## config.mk

```make
export PLATFORM = sky130hd
export DESIGN_NAME = disp_share_sched
export DESIGN_NICKNAME = d
export VERILOG_FILES = /design/src/rtl/disp_share_sched.sv
export SDC_FILE = /design/constraint.sdc
export NUM_CORES = 1
export LEC_CHECK = 0
export CAP_MARGIN = 20
export CORE_ASPECT_RATIO = 0.8
export CORE_UTILIZATION = 48
export DETAILED_ROUTE_END_ITERATION = 7
export GPL_TIMING_DRIVEN = 1
export HOLD_SLACK_MARGIN = 0.08
export PLACE_DENSITY_LB_ADDON = 0.08
export SYNTH_ARGS = -nofsm -noshare
export SYNTH_HDL_FRONTEND = slang
export SYNTH_SLANG_ARGS = --single-unit
```

## constraint.sdc

```tcl
create_clock -name clk -period 3.6 [get_ports clk]
set_clock_uncertainty 0.05 [all_clocks]
set_input_delay 0.72 -clock clk [delete_from_list [all_inputs] [get_ports clk]]
set_output_delay 0.72 -clock clk [all_outputs]
set_load 0.03 [all_outputs]
```

## src/rtl/disp_share_sched.sv

```systemverilog
// Shares the 6-digit multiplexed seven-segment display between a default
// requester and a priority requester; also owns digit scan and hex decode.
module disp_share_sched #(
    parameter int CLK_DIV    = 50000,
    parameter int HOLD_TICKS = 2000
) (
    input  logic        clk,
    input  logic        rst,
    input  logic        req0,
    input  logic [23:0] data0,
    output logic        gnt0,
    input  logic        req1,
    input  logic [23:0] data1,
    output logic        gnt1,
    output logic        busy,
    output logic [2:0]  sel,
    output logic [7:0]  seg
);

    localparam int CW = $clog2(CLK_DIV);
    localparam int HW = (HOLD_TICKS > 0) ? $clog2(HOLD_TICKS + 1) : 1;

    typedef enum logic [1:0] {IDLE, OWN0, OWN1} state_t;

    state_t        state;
    state_t        nxt;
    logic [CW-1:0] cnt;
    logic [HW-1:0] hold;
    logic [23:0]   frame;
    logic [23:0]   frame_nxt;
    logic [2:0]    sel_nxt;
    logic          tick;
    logic          wrap;
    logic          entry;

    function automatic logic [7:0] hex7(input logic [3:0] d);
        logic [7:0] s;
        case (d)
            4'h0: s = 8'hC0;
            4'h1: s = 8'hF9;
            4'h2: s = 8'hA4;
            4'h3: s = 8'hB0;
            4'h4: s = 8'h99;
            4'h5: s = 8'h92;
            4'h6: s = 8'h82;
            4'h7: s = 8'hF8;
            4'h8: s = 8'h80;
            4'h9: s = 8'h90;
            4'hA: s = 8'h88;
            4'hB: s = 8'h83;
            4'hC: s = 8'hC6;
            4'hD: s = 8'hA1;
            4'hE: s = 8'h86;
            default: s = 8'h8E;
        endcase
        return s;
    endfunction

    assign tick = (cnt == CW'(CLK_DIV - 1));
    assign wrap = tick && (sel == 3'd5);

    always_comb begin
        nxt = state;
        unique case (state)
            IDLE: begin
                if (req1)      nxt = OWN1;
                else if (req0) nxt = OWN0;
            end
            OWN0: begin
                if (req1)       nxt = OWN1;
                else if (!req0) nxt = IDLE;
            end
            OWN1: begin
                if (hold == '0) begin
                    if (req1)      nxt = OWN1;
                    else if (req0) nxt = OWN0;
                    else           nxt = IDLE;
                end
            end
            default: nxt = IDLE;
        endcase
    end

    // Reload on a change of owner, or at frame wrap so a frame never tears.
    always_comb begin
        entry     = (nxt != state) && (nxt != IDLE);
        frame_nxt = frame;
        if ((entry || wrap) && nxt != IDLE)
            frame_nxt = (nxt == OWN1) ? data1 : data0;
        sel_nxt = sel;
        if (tick)
            sel_nxt = (sel == 3'd5) ? 3'd0 : sel + 3'd1;
    end

    always_ff @(posedge clk) begin
        if (rst) begin
            state <= IDLE;
            gnt0  <= 1'b0;
            gnt1  <= 1'b0;
            cnt   <= '0;
            sel   <= 3'd0;
            hold  <= '0;
            frame <= 24'h0;
            seg   <= 8'hFF;
        end else begin
            state <= nxt;
            gnt0  <= (nxt == OWN0);
            gnt1  <= (nxt == OWN1);
            cnt   <= tick ? '0 : cnt + CW'(1);
            sel   <= sel_nxt;
            frame <= frame_nxt;
            if (nxt == OWN1 && state != OWN1)
                hold <= HW'(HOLD_TICKS);
            else if (state == OWN1 && tick && hold != '0)
                hold <= hold - HW'(1);
            if (nxt == IDLE)
                seg <= 8'hFF;
            else
                seg <= hex7(frame_nxt[{sel_nxt, 2'b00} +: 4]);
        end
    end

    assign busy = gnt0 | gnt1;

endmodule

```

==> summary.txt <==
run status = completed
fin nets = 593
Num CTS Buffers = 9
Initial Util = 50.0%
Residual DRC = 0
Die Ht = 80.6 um
Die ar. = 0.00809 mm2
CTS H-Tree Depth = 3
fin crit period = 3.48 ns
CP Launch Type = flip-flop
core footprint = 0.00743 mm2
count of final max-slew check failures = 0
Filler cells = 612
CP arrival = 3.67 ns
Area growth, synth to finish = 41.3%
fin crit share = 96.7%
Syn Nets = 480
CTS tree = yes
highest-count cells in the layout ignoring fill and taps = dfxtp_1 (65), clkdlybuf4s50_1 (64), nor2_1 (61)
Critical Path Max Stage Delay = 0.47 ns
FMAX = 287 MHz
Worst Hold Class = reg -> reg
antenna violations before repair = 0
total leakage power = 2.16 nW
Place WS = -0.227 ns
post-synthesis cell area = 0.00371 mm2
global route overflow = 0
Die X = 100 um
CP Capture Type = flip-flop
Root Driver = clkbuf_8
Setup Crit Path Kind = reg -> reg
sum of negative setup slack = 0 ns
Relative slew margins = 43.8%
clock sink count = 65
Syn Area/Cell = 8.86 um2
Cell Chain, Critical Path = nand4b_1, nor4_4, buf_4, nand2_1, o21ai_1, mux2_2, a211oi_1, o32ai_4, buf_4, ha_1, mux2_2, mux2i_1, nand2_1
Final WS setup = 0.121 ns
first-pass GRT wire length = 15.9 mm
largest net degree at the start of global routing = 38
GRT Resource Usage Total = 25.4%
clock buffer depth = 2
ys async rst share = 0%
fraction of layout cells with a size suffix above 1 = 21.8%
Worst EP required = 3.79 ns
Total Wirelength = 10.0 mm
GPL Wtd Cong = 0.896
EDFF count, synth = 0
MaxCap Viol Count = 0
Top delay family on crit path = simple AND/OR/NAND/NOR gates
n_diodes = 0
Distinct cells, synth = 64
clock latency on the worst-skew pair = 0.35 ns
Hold Violations, Final = 0
worst-path fanout max = 5
yosys warns = 0
Design Area, Final = 0.00524 mm2
cell row count = 28
Yosys reg bits = 65
Synth Instances = 419
setup violators final = 0
# port buffers = 64
Clk pin slew, worst setup/hold paths = 0.08 ns
worst slew pin tran = 0.837 ns
I/O Pins = 66
Antenna Nets Post-Route = 0
area of the multi-input gates = 0.00236 mm2
Register Area = 0.00130 mm2
sequential cell area fraction in the yosys report = 35.1%
Slowest-stage cell, CP = nor4_4
initial DRC count = 124
most common cell after layout, fill and taps aside = dfxtp_1
VDD IR max = 325 uV
DR WL/cell = 15.6 um
power per cell area = 449 mW/mm2
via count = 3494
DP Area = 0.00487 mm2
vias in the first global route = 3286
DP HPWL = 7.28 mm
CP Buf/Inv Count = 2
DR pass1 iterations = 4
Via density = 5.44
cts hold-fix bufs = 0
Top FF cell, synth = dfxtp_1
## final cells by class
type / instances / share of cell area, %
Tap cell: 105 / 2.51
Clock inverter: 6 / 2.62
Clock buffer: 10 / 2.62
Timing Repair Buffer: 125 / 21.7
Inverter: 11 / 0.787
Multi-Input combinational cell: 320 / 45.0
Sequential cell: 65 / 24.8
## cells by family (layout without fill, tap and decap cells)
logic type / count (synthesis) / count (layout) / synth area share [%]
AO/OA/AOI/OAI: 84 / 84 / 16.9
XOR/XNOR: 24 / 24 / 5.87
adder cells (fa/ha/maj): 9 / 9 / 3.03
buffers and inverters: 34 / 152 / 4.08
flip-flops: 65 / 65 / 35.1
multiplexers: 49 / 49 / 13.4
other: 1 / 1 / 0.101
AND/OR/NAND/NOR: 153 / 153 / 21.6
## synth_stat cells, drive strengths merged, types with 3 or more instances
cell	count	area (um2)
dfxtp	65	1300
nor2	62	235
mux2i	45	450
nand2	25	96.4
a211oi	22	165
a21oi	22	114
clkbuf	14	52.6
xnor2	14	123
nand3	13	65.1
inv	11	41.3
o21ai	11	55.1
xor2	10	95.1
buf	9	57.6
ha	9	113
nor3	9	50.1
nor4	8	65.1
nand4	6	37.5
or2	5	31.3
a31oi	4	37.5
and3	4	25.0
mux2	4	45.0
o22ai	4	31.3
a31o	3	26.3
and2	3	18.8
and4	3	26.3
nand2b	3	18.8
nand4b	3	41.3
nor2b	3	18.8
o211ai	3	22.5
## state kept, by name, summed over array words and instances, names as in the netlist
signal and cells:
cnt 16, frame 24, gnt0 1, gnt1 1
hold 11, seg 7, sel 3, state 2
## worst paths after layout
kind | cells past startpoint | slack [ns] | from | to
max | 13 | 0.12 | cnt[8] | seg[3]
min | 1 | 0.41 | cnt[0] | cnt[0]
max reg2reg | 13 | 0.12 | cnt[8] | seg[3]
min reg2reg | 1 | 0.41 | cnt[0] | cnt[0]
## power by group
group	total, mW	internal, mW	switching [mW]
registers	0.823	0.786	0.0368
clock network	0.852	0.553	0.300
logic	0.678	0.339	0.339
total	2.35	1.68	0.675
## through the flow
step	instances	hold slack, ns	power (mW)	utilization [%]
6_report	642	0.414	2.35	70.6
5_1_grt	642	0.439	2.45	70.6
4_1_cts	638	0.419	2.34	69.3
3_5_place_dp	622	0.399	1.49	65.6
3_3_place_gp	622	0.392	1.47	65.6
2_1_floorplan	419	0.376	1.21	-
## metal layers
layer / part of all wire (%) / global-route usage [%] / up-vias
met1: 49 / 33.1 / 1655
li1: - / - / 1741
met3: 4.7 / 5.31 / 10
met4: 0.97 / 6.23 / 0
met2: 46 / 42.7 / 88
met5: 0 / 0 / -
## timing repair
| action | CTS | global route |
|---|---|---|
| gates cloned | 0 | 0 |
| pin swaps | 0 | 6 |
| buffers inserted | 0 | 4 |
| resized for setup | 1 | 14 |
| setup endpoints to repair | 1 | 6 |
Power figures use the tool's default switching activity.
